## src/rtl/cpu_pkg.sv

```systemverilog
// ----------------------------------------------------------------------------
// cpu_pkg
// Shared definitions for the data-memory arbiter: requester count, default
// memory size, the registered response record and the address-legality helper.
// ----------------------------------------------------------------------------
package cpu_pkg;

  // Two requesters: port 0 = CPU load/store, port 1 = debug/loader.
  localparam int NREQ_DEF      = 2;
  // Data memory size in bytes (1K 32-bit words).
  localparam int MEM_BYTES_DEF = 4096;
  // Width of the port id carried in the response record.
  localparam int PORT_W        = 1;

  // Response record registered one cycle after an accepted request.
  // The port id selects which rsp_valid bit pulses.
  typedef struct packed {
    logic              valid;
    logic [31:0]       rdata;
    logic              err;
    logic [PORT_W-1:0] port;
  } rsp_t;

  // An access is rejected when it is not word aligned or falls outside memory.
  function automatic logic addr_bad(input logic [31:0] a, input logic [31:0] limit);
    return (a[1:0] != 2'b00) || (a >= limit);
  endfunction

endpackage

```

## src/rtl/dmem_arbiter_rr_arb2.sv

```systemverilog
// ----------------------------------------------------------------------------
// rr_arb2
// Two-way round-robin pick. A lone requester always wins; under contention the
// port that was not granted last wins.
//   i_req  [1:0]  request vector
//   i_last        index of the most recently granted port
//   o_gnt  [1:0]  one-hot grant (zero when nothing requests)
// ----------------------------------------------------------------------------
module rr_arb2 (
  input  logic [1:0] i_req,
  input  logic       i_last,
  output logic [1:0] o_gnt
);

  // Grant decode from the request pattern and the last-grant pointer.
  always_comb begin
    o_gnt = 2'b00;
    case (i_req)
      2'b01:   o_gnt = 2'b01;
      2'b10:   o_gnt = 2'b10;
      2'b11:   o_gnt = i_last ? 2'b01 : 2'b10;
      default: o_gnt = 2'b00;
    endcase
  end

endmodule

```

## src/rtl/dmem_arbiter.sv

```systemverilog
// ----------------------------------------------------------------------------
// dmem_arbiter
// Arbitrates two requesters onto a single-ported data memory, one access per
// cycle, round-robin under contention. Misaligned or out-of-range accesses are
// accepted but never reach memory; they answer with rsp_err. Responses appear
// one cycle after acceptance with no backpressure.
//   clk, rst_n                  clock, async active-low reset
//   req/we [NREQ-1:0]           per-port request and write enable
//   addr/wdata [NREQ*32-1:0]    per-port byte address / write data, 32b lanes
//   gnt [NREQ-1:0]              combinational one-hot grant
//   rsp_valid/rsp_rdata/rsp_err registered response
//   mem_read/mem_write          combinational memory strobes
//   mem_address/mem_write_data  combinational memory address / write data
//   mem_read_data               combinational read data from memory
// ----------------------------------------------------------------------------
module dmem_arbiter
  import cpu_pkg::*;
#(
  parameter int NREQ      = NREQ_DEF,
  parameter int MEM_BYTES = MEM_BYTES_DEF
) (
  input  logic              clk,
  input  logic              rst_n,
  input  logic [NREQ-1:0]   req,
  input  logic [NREQ-1:0]   we,
  input  logic [NREQ*32-1:0] addr,
  input  logic [NREQ*32-1:0] wdata,
  output logic [NREQ-1:0]   gnt,
  output logic [NREQ-1:0]   rsp_valid,
  output logic [31:0]       rsp_rdata,
  output logic              rsp_err,
  output logic              mem_read,
  output logic              mem_write,
  output logic [31:0]       mem_address,
  output logic [31:0]       mem_write_data,
  input  logic [31:0]       mem_read_data
);

  localparam logic [31:0] MEM_LIMIT = 32'(MEM_BYTES);

  logic        r_last;
  rsp_t        r_rsp;
  rsp_t        w_rsp_nxt;
  logic [1:0]  w_pick;
  logic [1:0]  w_gnt;
  logic        w_acc;
  logic        w_sel;
  logic [31:0] w_addr;
  logic [31:0] w_wdata;
  logic        w_we;
  logic        w_bad;

  rr_arb2 u_rr_arb2 (
    .i_req  (req[1:0]),
    .i_last (r_last),
    .o_gnt  (w_pick)
  );

  // Grant is forced off while reset is asserted so nothing reaches memory.
  always_comb begin
    w_gnt = 2'b00;
    if (rst_n) begin
      w_gnt = w_pick;
    end else begin
      w_gnt = 2'b00;
    end
  end

  // Select the granted port's lane and classify the access.
  always_comb begin
    w_acc   = |w_gnt;
    w_sel   = w_gnt[1];
    w_addr  = w_sel ? addr[32 +: 32]  : addr[0 +: 32];
    w_wdata = w_sel ? wdata[32 +: 32] : wdata[0 +: 32];
    w_we    = w_sel ? we[1] : we[0];
    w_bad   = addr_bad(w_addr, MEM_LIMIT);
  end

  // Memory-side drive; the bus is quiet unless an access is accepted, and
  // rejected accesses keep both strobes low.
  always_comb begin
    gnt            = w_gnt;
    mem_read       = 1'b0;
    mem_write      = 1'b0;
    mem_address    = 32'h0000_0000;
    mem_write_data = 32'h0000_0000;
    if (w_acc) begin
      mem_address    = w_addr;
      mem_write_data = w_wdata;
      mem_read       = !w_we && !w_bad;
      mem_write      =  w_we && !w_bad;
    end else begin
      mem_address    = 32'h0000_0000;
      mem_write_data = 32'h0000_0000;
    end
  end

  // Next response record: read data sampled in the accept cycle, zero for
  // writes and rejected accesses.
  always_comb begin
    w_rsp_nxt = '0;
    if (w_acc) begin
      w_rsp_nxt.valid = 1'b1;
      w_rsp_nxt.port  = w_sel;
      w_rsp_nxt.err   = w_bad;
      w_rsp_nxt.rdata = (!w_we && !w_bad) ? mem_read_data : 32'h0000_0000;
    end else begin
      w_rsp_nxt = '0;
    end
  end

  // Response register and last-grant pointer; pointer resets to 1 so port 0
  // wins the first contention.
  always_ff @(posedge clk or negedge rst_n) begin
    if (!rst_n) begin
      r_rsp  <= '0;
      r_last <= 1'b1;
    end else begin
      r_rsp <= w_rsp_nxt;
      if (w_acc) begin
        r_last <= w_sel;
      end else begin
        r_last <= r_last;
      end
    end
  end

  // Expand the registered port id into the per-port valid pulse.
  always_comb begin
    rsp_valid = 2'b00;
    if (r_rsp.valid) begin
      rsp_valid[r_rsp.port] = 1'b1;
    end else begin
      rsp_valid = 2'b00;
    end
    rsp_rdata = r_rsp.rdata;
    rsp_err   = r_rsp.err;
  end

endmodule

```

## config.mk

```make
export PLATFORM = sky130hd
export DESIGN_NAME = dmem_arbiter
export DESIGN_NICKNAME = d
export VERILOG_FILES = /design/src/rtl/cpu_pkg.sv /design/src/rtl/dmem_arbiter_rr_arb2.sv /design/src/rtl/dmem_arbiter.sv
export SDC_FILE = /design/constraint.sdc
export NUM_CORES = 1
export LEC_CHECK = 0
export BUFFER_PORTS_ARGS = -buffer_cell sky130_fd_sc_hd__buf_2
export CORE_AREA = 2 2 104 106
export CTS_CLUSTER_SIZE = 25
export DETAILED_ROUTE_END_ITERATION = 6
export DIE_AREA = 0 0 106 108
export GPL_TIMING_DRIVEN = 0
export PLACE_DENSITY = 0.65
export SYNTH_ARGS = -nofsm -noshare
export SYNTH_HDL_FRONTEND = slang
export SYNTH_HIERARCHICAL = 1
export SYNTH_SLANG_ARGS = --single-unit
export TNS_END_PERCENT = 30
```

## constraint.sdc

```tcl
create_clock -name clk -period 2.3 [get_ports clk]
set_clock_uncertainty 0.05 [all_clocks]
set_input_delay 0 -clock clk [delete_from_list [all_inputs] [get_ports clk]]
set_output_delay 0 -clock clk [all_outputs]
set_load 0.05 [all_outputs]
```

**Yosys cells after proc, flatten, opt, wreduce, memory -nomap -nowiden**

Index checks and enable logic that the tools add are counted.

- Register bits after elaboration: 36
- Bits in latches: 0
- RAM bits: 0
- Memory bits (read-only): 0
- Input port bits: 166
- Output and inout bits: 103
- Logic and storage cells: 34
- Memories: 0

- Add/sub/neg operators: 0
- Multiply operators: 0
- Div/mod/pow operators: 0
- Order comparisons: 3
- Equal/unequal tests: 3
- Shift-type cells: 0
- Multiplexer cells: 15
- Bitwise gates (word level): 0
- Reduce and logical (&&, ||, !) cells: 8

Operators by type and width:

| cell | count |
|---|---|
| $mux W32 | 5 |
| $mux W35 | 1 |
| $ge A32 B13 Y1 const B | 1 |
| $mux W2 | 3 |
| $pmux W2 S3 | 1 |
| $eq A2 B2 Y1 const B | 2 |
| $mux W1 | 4 |
| $logic_and A1 B1 Y1 | 3 |
| $eq A2 B1 Y1 const B | 1 |
| $logic_not A1 Y1 | 2 |
| $lt A1 B2 Y1 const B | 1 |
| $reduce_bool A2 Y1 | 1 |
| $reduce_or A2 Y1 | 1 |
| $demux W1 S1 | 1 |
| $ge A1 B1 Y1 const B | 1 |
| $logic_or A1 B1 Y1 | 1 |

**Depth between registers and ports, before layout**

Gate-level depths: netlist (run 1).

- Word-level depth: 10
- Gate-level depth with buffers: 7
- Mapped depth without buffers: 5

**By module**

Netlist (run 1), hierarchy kept.

By module, submodules not included:

| module | times used | cells each | area each (sq um) |
|---|---|---|---|
| dmem_arbiter | 1 | 251 | 2438.6 |
| rr_arb2 | 1 | 3 | 18.8 |

**Worst setup path before layout (run 1)**

Ideal clock, no wire load.

- Path kind: flip-flop to output port
- Start point: register r_last
- End point: output port mem_write
- Data arrival time: 2.249 ns
- Setup slack: 0.001 ns
- Stages on the path, launching flop included: 7
- Buffers on the path: 1
- Path through: dfstp_2 -> inv_1 -> a21boi_1 -> nand2_1 -> or4_1 -> buf_6 -> a21oi_1

- Elaborated cells on any way between the ends: 12
- Classes of those cells: order compare (1); mux (6); reduce/logical (5)

RTL lines:

| what | RTL line | RTL |
|---|---|---|
| start, declared | dmem_arbiter.sv:41 | `logic r_last;` |
| start signal, assigned | dmem_arbiter.sv:121 | `r_last <= w_sel;` |
| start signal, assigned | dmem_arbiter.sv:123 | `r_last <= r_last;` |
| $mux W2 | dmem_arbiter_rr_arb2.sv:21 | `2'b11: o_gnt = i_last ? 2'b01 : 2'b10;` |
| $pmux W2 S3 | dmem_arbiter_rr_arb2.sv:18 | `case (i_req)` |
| via w_pick[0] | dmem_arbiter.sv:44 | `logic [1:0] w_pick;` |
| $mux W2 | dmem_arbiter.sv:62 | `if (rst_n) begin` |
| $reduce_or A2 Y1 | dmem_arbiter.sv:71 | `w_acc = \|w_gnt;` |
| $mux W1 | dmem_arbiter.sv:87 | `if (w_acc) begin` |
| end, declared | dmem_arbiter.sv:33 | `output logic mem_write,` |

The timed path passes the listed nets, and every way through them passes these cells.

**Worst setup path in the final report (run 1)**

- Start point: register r_last
- End point: output port mem_write_data[4]

- Longest elaborated chain between the ends: 5
- Elaborated cells on any way between the ends: 6
- Classes of those cells: mux (5); reduce/logical (1)

RTL lines:

| what | RTL line | RTL |
|---|---|---|
| $mux W2 * | dmem_arbiter_rr_arb2.sv:21 |  |
| $pmux W2 S3 * | dmem_arbiter_rr_arb2.sv:18 |  |
| via w_pick[1] | dmem_arbiter.sv:44 |  |
| $mux W2 * | dmem_arbiter.sv:62 |  |
| $mux W32 / $reduce_or A2 Y1 (equally long branches) | dmem_arbiter.sv:74, dmem_arbiter.sv:71 |  |
| $mux W32 * | dmem_arbiter.sv:87 |  |
| end, declared | dmem_arbiter.sv:35 | `output logic [31:0] mem_write_data,` |

The timed path passes the listed nets; every way through them passes the cells marked *.

==> results of run 1 <==
-- synthesized netlist by cell type (all sizes together) --
cell	number	area share, %
a21boi	3	0.92
a21oi	33	11
a22o	64	23
and2	1	0.25
and4	1	0.36
buf	39	13
clkbuf	16	2.4
dfrtp	35	36
dfstp	1	1.1
inv	4	0.61
mux2i	1	0.41
nand2	38	5.8
nand3	1	0.20
nand4	1	0.25
nor2	2	0.31
nor2b	1	0.25
nor3	1	0.20
nor4	10	3.3
o311a	1	0.41
or4	1	0.31
-- final cells by class --
cell class / count / area (sq um)
inverter: 4 / 15.01
fill: 993 / 5712
buffer: 55 / 416.7
clock buffer: 6 / 72.57
tap: 136 / 170.2
clock inverter: 1 / 5.005
timing repair buffer: 306 / 1737
multi-input combinational: 160 / 1201
sequential: 36 / 902.1
-- worst max-delay path, cell delays in order, from the launching register on --
cell and delay (ns):
dfstp_2 0.38, a21boi_1 0.22, nand2_2 0.13, inv_2 0.15, clkbuf_1 0.41, a22o_1 0.28
buf_2 0.28
-- routing by layer --
layer  wire (microns)  part of all wire [%]  global-route usage [%]  vias to the layer above
met5               27                  0.24                       0                        -
met1             4788                    42                   22.77                     1429
met2             5545                    49                   32.72                      171
met3              905                   7.9                   5.666                       16
met4              146                   1.3                   4.699                        4
li1                 -                     -                       -                     1535
-- cell usage in the layout (no fill, tap or decap), drive strengths merged, types with 3 or more instances in the layout --
cell / n
a21oi: 33
dfrtp: 35
nor4: 10
dlygate4sd3: 33
a21boi: 3
buf: 310
clkbuf: 24
inv: 4
nor2: 3
nand2: 38
a22o: 64
-- power by group through the flow --
stage	Sequential (W)	Combinational [W]	Clock, W
5_1_grt	0.000649	0.000973	0.000465
3_5_place_dp	0.000660	0.000843	0
2_1_floorplan	0.000666	0.000528	0
3_3_place_gp	0.000659	0.000837	0
6_report	0.000648	0.000925	0.000422
4_1_cts	0.000648	0.000908	0.000441
-- through the flow --
stage               hold slack [ns]  total power, W  setup TNS, ns  worst slack, ns  cells
CTS                         0.02628        0.001997              0          0.02239    699
global route                0.01913        0.002086      -0.001446        -0.001446    704
floorplan                   -0.3456        0.001194              0         0.001259    254
global placement            0.08474        0.001496         -22.92          -0.4641    658
detailed placement           0.1007        0.001503         -28.69          -0.5334    658
finish                     0.002862        0.001995              0           0.1177    704
-- registers in the layout, summed over array words and instances, names as in the netlist --
name       flops
r_last         1
rsp_rdata     32
rsp_err        1
r_rsp          2
-- kinds of logic (layout without fill, tap and decap cells) --
group | count (synthesis) | in the layout | synth area share (%)
simple gates | 57 | 58 | 11.25
flops | 36 | 36 | 36.71
buf+inv | 59 | 372 | 16.19
mux | 1 | 1 | 0.4073
compound gates | 101 | 101 | 35.44
-- worst paths after layout --
path,end,slack (ns),cells after the start
max in group asynchronous,r_rsp[34]$_DFF_PN0_,1.74,3
max reg2reg,rsp_rdata[28]$_DFF_PN0_,0.30,7
max,mem_write_data[4],0.12,6
min reg2reg,r_last$_DFFE_PN1P_,0.43,2
min,rsp_rdata[1]$_DFF_PN0_,0.003,4
min in group asynchronous,r_last$_DFFE_PN1P_,0.25,2
-- repair_timing --
item	in CTS	in global routing
setup buffers	0	4
endpoints found under the setup margin	66	62
pin swaps	1	2
cloned	0	1
endpoints found under the hold margin	67	0
resized for setup	28	11
hold buffers	34	0
==> impl_metrics.toml, run 1 <==
[sta]
finalHoldViolCount = 0
report.final.slew_viol_count = 0
tightest_slew_ns = 0.7162
max_slew_margin_pct = 51.81
finalSetupViolations = 0
period_share_pct = 94.88
fmax_mhz = 458.2
finalCriticalPeriod_ns = 2.182

[power]
power_leakage_nw = 2.588
p_sw_w = 0.0008287
pwr-share-comb_pct = 46.4
switching_share_pct = 41.54
cellPowerDensity_nw_per_um2 = 441.4
power_frac_seq_pct = 32.5
peakVddDrop_mv = 0.2213
p_int_w = 0.001166
p_clk_share_pct = 21.1

[finish]
area_delta_synth_final_pct = 83.91
drive_gt1_share_pct = 65.32
nNetsFinal = 734
antenna_cells = 0
fin_util_pct = 44.17
fin_area_sq_um = 4519

[critical_path]
setup.worst_path.start = "r_last$_DFFE_PN1P_"
critPathMaxFanout = 10
endpoint_kind = "output pin"
start_kind = "flip-flop"
rr_startpoint = "r_last$_DFFE_PN1P_"
path_class = "flip-flop to output pin"
cp.required_ns = 2.25
crit_arrival_ns = 2.13

[floorplanning]
coreArea_sq_um = 10230
rows = 37
chipHeight_microns = 108
die_w_microns = 106
io_pins = 269
start_util_pct = 24.02
dieArea_sq_um = 11450

[grt]
grt.overflow.total = 0
grt_use_total_pct = 18.78
grt_pass1_vias = 3149
antenna_found_initial = 2
grt_pass1_wl_microns = 16750
grt_max_degree = 36

[cts]
clk_path_buf_depth = 2
clk_latency_ns = 0.28
cts-root-buf = "clkbuf_8"
clkTransAtPathRegs_ns = 0.07
cts_tree = "yes"
numCtsBuffers = 5
clock-sinks = 36
htree_levels = 2

[status]
outcome = "finished, final reports clean"

[place]
place.gp.congestion = 0.9272
dpl.hpwl_microns = 8880
placed_area_sq_um = 3969
io_buffer_count = 268

[routing]
ant_nets = 0
drt_iter0_markers = 122
drc = 0
num_vias = 3155
routed_wl_microns = 11410
drt_pass1_iterations = 4
viasPerCell = 4.482
wire_per_inst_microns = 16.21

[logic_synthesis]
synth_area_per_cell_sq_um = 9.675
ys_ff_latch = 36
syn_inst = 254
synthDistinctLibCells = 27
yosys_warnings = 6
syn_nets = 420
ys_seq_area_share_pct = 36.71
synth_area_sq_um = 2457

[min_path]
hold_class = "input pin to flip-flop"
hp-start = "we[1]"

[flow_run]
maxCapViolCount = 0
No activity file was read; power rests on OpenSTA's default activity.
==> run 2: changes to the inputs <==
Settings changed: RECOVER_POWER set to 50.
==> impl_metrics.toml, run 2 (synthesis results as in run 1) <==
[status]
outcome = "complete, but fails checks"
violations = "max-capacitance violations, max-slew violations"

[routing]
drt_pass1_iterations = 4
num_vias = 3157
drt_iter0_markers = 122
ant_nets = 0
routed_wl_microns = 11420
wire_per_inst_microns = 16.22
drc = 0
viasPerCell = 4.484

[grt]
grtUsageMet3_pct = 5.666
grt_use_met1_pct = 22.77
antenna_found_initial = 2
grt_pass1_vias = 3149
use_met2_pct = 32.72
grt_max_degree = 36
grt.overflow.total = 0
grt_pass1_wl_microns = 16750
grt_use_total_pct = 18.78
top_usage_layer = "met2"

[sta]
max_slew_margin_pct = -4.510
report.final.slew_viol_count = 36
tightest_slew_ns = 1.568
fmax_mhz = 458.2
finalCriticalPeriod_ns = 2.182
period_share_pct = 94.88
setup_ws_ns = 0.1177
finalHoldViolCount = 0
setup_tns_ns = 0
finalSetupViolations = 0

[place]
dp.cells = 658
dpl_worst_slack_ns = -0.5334
dpl.hpwl_microns = 8880
placed_area_sq_um = 3969
io_buffer_count = 268
place.gp.congestion = 0.9272

[critical_path]
critPathMaxFanout = 10
endpoint_kind = "output pin"
cp.required_ns = 2.25
start_kind = "flip-flop"
cpPeakStageDelay_ns = 0.41
cp_cell_sequence = "a21boi_1 > nand2_2 > inv_2 > clkbuf_1 > a22o_1 > buf_2"
crit_arrival_ns = 2.13
path_class = "flip-flop to output pin"
cp_slowest_cell = "clkbuf_1"

[floorplanning]
io_pins = 269
start_util_pct = 24.02
coreArea_sq_um = 10230
chipHeight_microns = 108
rows = 37
dieArea_sq_um = 11450
die_w_microns = 106

[finish]
layout_commonest_cell = "buf_2"
drive_gt1_share_pct = 64.96
antenna_cells = 0
largest_register_ffs = 32
fin_area_sq_um = 4511
layout_common_cells = "261 x buf_2, 64 x a22o_1, 40 x buf_4, 36 x nand2_1, 35 x dfrtp_1"
area_delta_synth_final_pct = 83.55
nNetsFinal = 734
nFillCells = 996
fin_cells = 704

[power]
power_leakage_nw = 2.589
p_clk_share_pct = 21.2
cellPowerDensity_nw_per_um2 = 441.6
peakVddDrop_mv = 0.2213
finalPower_w = 0.001992
pwr-share-comb_pct = 46.3
switching_share_pct = 41.59
power_frac_seq_pct = 32.5
p_sw_w = 0.0008285
p_int_w = 0.001164

[cts]
clk_latency_ns = 0.28
cts-root-buf = "clkbuf_8"
clkTransAtPathRegs_ns = 0.07
clk_path_buf_depth = 2
cts_tree = "yes"
htree_levels = 2
clock-sinks = 36
numCtsBuffers = 5

[min_path]
hold_class = "input pin to flip-flop"

[flow_run]
maxCapViolCount = 1
run 2: layout make-up:
cell class / count / area (sq um) / share of cell area, %
multi-input combinational: 160 / 1201 / 26.63
inverter: 4 / 15.01 / 0.3329
timing repair buffer: 306 / 1728 / 38.31
clock inverter: 1 / 5.005 / 0.1110
sequential: 36 / 902.1 / 20.00
buffer: 55 / 416.7 / 9.237
clock buffer: 6 / 72.57 / 1.609
tap: 136 / 170.2 / 3.773
run 2: timing repair:
| action | 4_1_cts | 5_1_grt |
|---|---|---|
| endpoints found under the hold margin | 67 | 0 |
| setup endpoints to repair | 66 | 62 |
| pin swaps | 1 | 2 |
| gates cloned | 0 | 1 |
| hold buffers | 34 | 0 |
| resized for setup | 28 | 11 |
| setup buffers | 0 | 4 |
run 2: through the flow:
| stage | util, % | hold slack, ns |
|---|---|---|
| final | 44.09 | 0.002859 |
| after global routing | 44.09 | 0.01913 |
| after CTS | 43.54 | 0.02628 |
| after detailed placement | 38.79 | 0.1007 |
| after global placement | 38.79 | 0.08474 |
| after floorplan | - | -0.3456 |
run 2: per-layer routing:
metal  vias to the layer above  share of wire [%]
met1                      1433                 42
met4                         4                1.2
met3                        14                8.0
met5                         -               0.24
met2                       171                 49
li1                       1535                  -
run 2: worst max-delay path: cells and delay by family (launching register included):
kind	cells	cell delay [ns]
AOI/OAI and AO/OA	2	0.50
buffers and inverters	3	0.84
DFF	1	0.38
and+or+nand+nor	1	0.13
run 2: power by group through the flow:
| stage | Clock [W] | Sequential (W) | Combinational [W] |
|---|---|---|---|
| floorplan | 0 | 0.000666 | 0.000528 |
| global placement | 0 | 0.000659 | 0.000837 |
| detailed placement | 0 | 0.000660 | 0.000843 |
| CTS | 0.000441 | 0.000648 | 0.000908 |
| global route | 0.000465 | 0.000649 | 0.000970 |
| finish | 0.000422 | 0.000648 | 0.000922 |
run 2: path summary, 6_finish.rpt:
kind / start / to / slack, ns / cells past startpoint
worst max-delay path: r_last$_DFFE_PN1P_ / mem_write_data[4] / 0.12 / 6
worst min-delay path: we[1] / rsp_rdata[1]$_DFF_PN0_ / 0.003 / 4
worst max register to register: r_last$_DFFE_PN1P_ / rsp_rdata[28]$_DFF_PN0_ / 0.30 / 7
worst min register to register: r_last$_DFFE_PN1P_ / r_last$_DFFE_PN1P_ / 0.43 / 2
max in group asynchronous: rst_n / rsp_rdata[11]$_DFF_PN0_ / 0.39 / 3
min in group asynchronous: rst_n / r_last$_DFFE_PN1P_ / 0.22 / 2
==> run 3: changes to the inputs <==
Settings changed: BUFFER_PORTS_ARGS -buffer_cell sky130_fd_sc_hd__buf_2 to not set, CORE_AREA 2 2 104 106 to 2 2 106 108, DIE_AREA 0 0 106 108 to 0 0 108 110, DONT_BUFFER_PORTS set to 1, PLACE_DENSITY 0.65 to 0.42.
==> impl_metrics.toml, run 3 (synthesis results as in run 1) <==
[sta]
max_slew_margin_pct = 34.49
finalCriticalPeriod_ns = 2.284
finalSetupViolations = 0
finalHoldViolCount = 0
report.final.slew_viol_count = 0
period_share_pct = 99.30
fmax_mhz = 437.8
tightest_slew_ns = 0.9807
setup_tns_ns = 0
grt_setup_unrepaired = "yes"

[grt]
grt_max_degree = 39
grt_use_total_pct = 15.35
grt_pass1_vias = 2204
grt_pass1_wl_microns = 13420
grt.overflow.total = 0
antenna_found_initial = 1

[cts]
clkTransAtPathRegs_ns = 0.07
clock-sinks = 36
clk_latency_ns = 0.28
htree_levels = 2
cts_tree = "yes"
clk_path_buf_depth = 2
numCtsBuffers = 5
cts-root-buf = "clkbuf_8"

[routing]
drc = 0
wire_per_inst_microns = 22.41
viasPerCell = 5.007
ant_nets = 0
num_vias = 2233
routed_wl_microns = 9994
drt_pass1_iterations = 4
drt_iter0_markers = 82

[finish]
layout_common_cells = "42 x dlygate4sd3_1, 36 x nand2_1, 35 x dfrtp_1, 34 x a22o_4, 34 x clkbuf_1"
drive_gt1_share_pct = 42.62
fin_area_sq_um = 3496
largest_register_ffs = 32
layout_commonest_cell = "dlygate4sd3_1"
nNetsFinal = 470
nFillCells = 1149
area_delta_synth_final_pct = 42.26

[min_path]
hp-start = "req[0]"
min_to = "r_last$_DFFE_PN1P_"
worstHoldPathCells = 3
hold_class = "input pin to flip-flop"

[floorplanning]
io_pins = 269
chipHeight_microns = 110
coreArea_sq_um = 10700
die_w_microns = 108
start_util_pct = 22.97
dieArea_sq_um = 11880
rows = 38

[power]
power_leakage_nw = 1.494
peakVddDrop_mv = 0.2347
cellPowerDensity_nw_per_um2 = 579.8

[place]
placed_area_sq_um = 2633
place.gp.congestion = 0.8734
dpl.hpwl_microns = 8122
io_buffer_count = 0

[status]
outcome = "finished, final reports clean"

[critical_path]
rr_startpoint = "r_last$_DFFE_PN1P_"
path_class = "flip-flop to output pin"
rr_endpoint = "rsp_rdata[0]$_DFF_PN0_"
critPathMaxFanout = 7
rr_worst_depth = 6
cpPeakStageDelay_ns = 0.54
cp_slowest_cell = "dfstp_2"
crit_arrival_ns = 2.23
endpoint_kind = "output pin"
start_kind = "flip-flop"
cp_cell_sequence = "inv_1 > a21boi_1 > nand2_2 > or4_1 > buf_6 > a21boi_4"
r2r_slack_ns = 0.20
cp.required_ns = 2.25

[flow_run]
maxCapViolCount = 0
run 3: repair_timing:
item / CTS / global route
resized for setup: 90 / 44
setup endpoints to repair: 70 / 78
buffers inserted: 0 / 0
pin swaps: 2 / 0
gates cloned: 0 / 0
endpoints found under the hold margin: 72 / 0
hold buffers: 43 / 0
run 3: through the flow:
| stage | std cells | power [W] | setup slack, ns | util, % | hold slack (ns) |
|---|---|---|---|---|---|
| final | 446 | 0.002027 | 0.01599 | 32.68 | 0.002912 |
| after global routing | 446 | 0.002110 | -0.06729 | 32.68 | 0.04622 |
| after CTS | 445 | 0.002002 | -0.05778 | 31.71 | 0.03235 |
| after detailed placement | 394 | 0.001265 | -0.3828 | 24.61 | -0.3445 |
| after global placement | 394 | 0.001266 | -0.3827 | 24.61 | -0.3444 |
| after floorplan | 254 | 0.001194 | 0.001259 | - | -0.3456 |
run 3: area by class of cell:
class | instances | area [sq um] | share of cell area (%)
timing repair buffer | 43 | 440.4 | 12.60
inverter | 4 | 15.01 | 0.4295
buffer | 55 | 292.8 | 8.375
antenna | 1 | 2.502 | 0.07158
sequential | 36 | 902.1 | 25.81
clock buffer | 7 | 96.34 | 2.756
multi-input combinational | 159 | 1541 | 44.09
clock inverter | 1 | 30.03 | 0.8590
tap | 140 | 175.2 | 5.011
run 3: worst max-delay path by stage:
stage / startpoint / endpoint / slack (ns) / depth (start not counted)
3_3_place_gp: r_last$_DFFE_PN1P_ / mem_write_data[3] / -0.38 / 6
5_1_grt: r_last$_DFFE_PN1P_ / mem_address[19] / -0.07 / 6
3_5_place_dp: r_last$_DFFE_PN1P_ / mem_write_data[3] / -0.38 / 6
6_report: r_last$_DFFE_PN1P_ / mem_read / 0.02 / 6
4_1_cts: r_last$_DFFE_PN1P_ / mem_write_data[1] / -0.06 / 6
2_1_floorplan: r_last$_DFFE_PN1P_ / mem_write / 0.001 / 6
run 3: worst max-delay path: cells and delay by family (launching register included):
family	cells	cell delay, ns
simple gates	2	0.67
flops	1	0.54
compound gates	2	0.53
buf+inv	2	0.22
run 3: layer usage:
metal | wire length (microns) | global-route usage [%] | vias up
met4 | 264 | 6.044 | 0
met5 | 0 | 0 | -
met1 | 3190 | 15.41 | 1068
met2 | 5401 | 28.17 | 151
li1 | - | - | 1006
met3 | 1136 | 6.467 | 8
run 3: power by group:
part / internal [W] / switching, W / total, W
Sequential: 0.000643 / 0.0000118 / 0.000655
Clock: 0.000383 / 0.000225 / 0.000608
Combinational: 0.000224 / 0.000540 / 0.000764
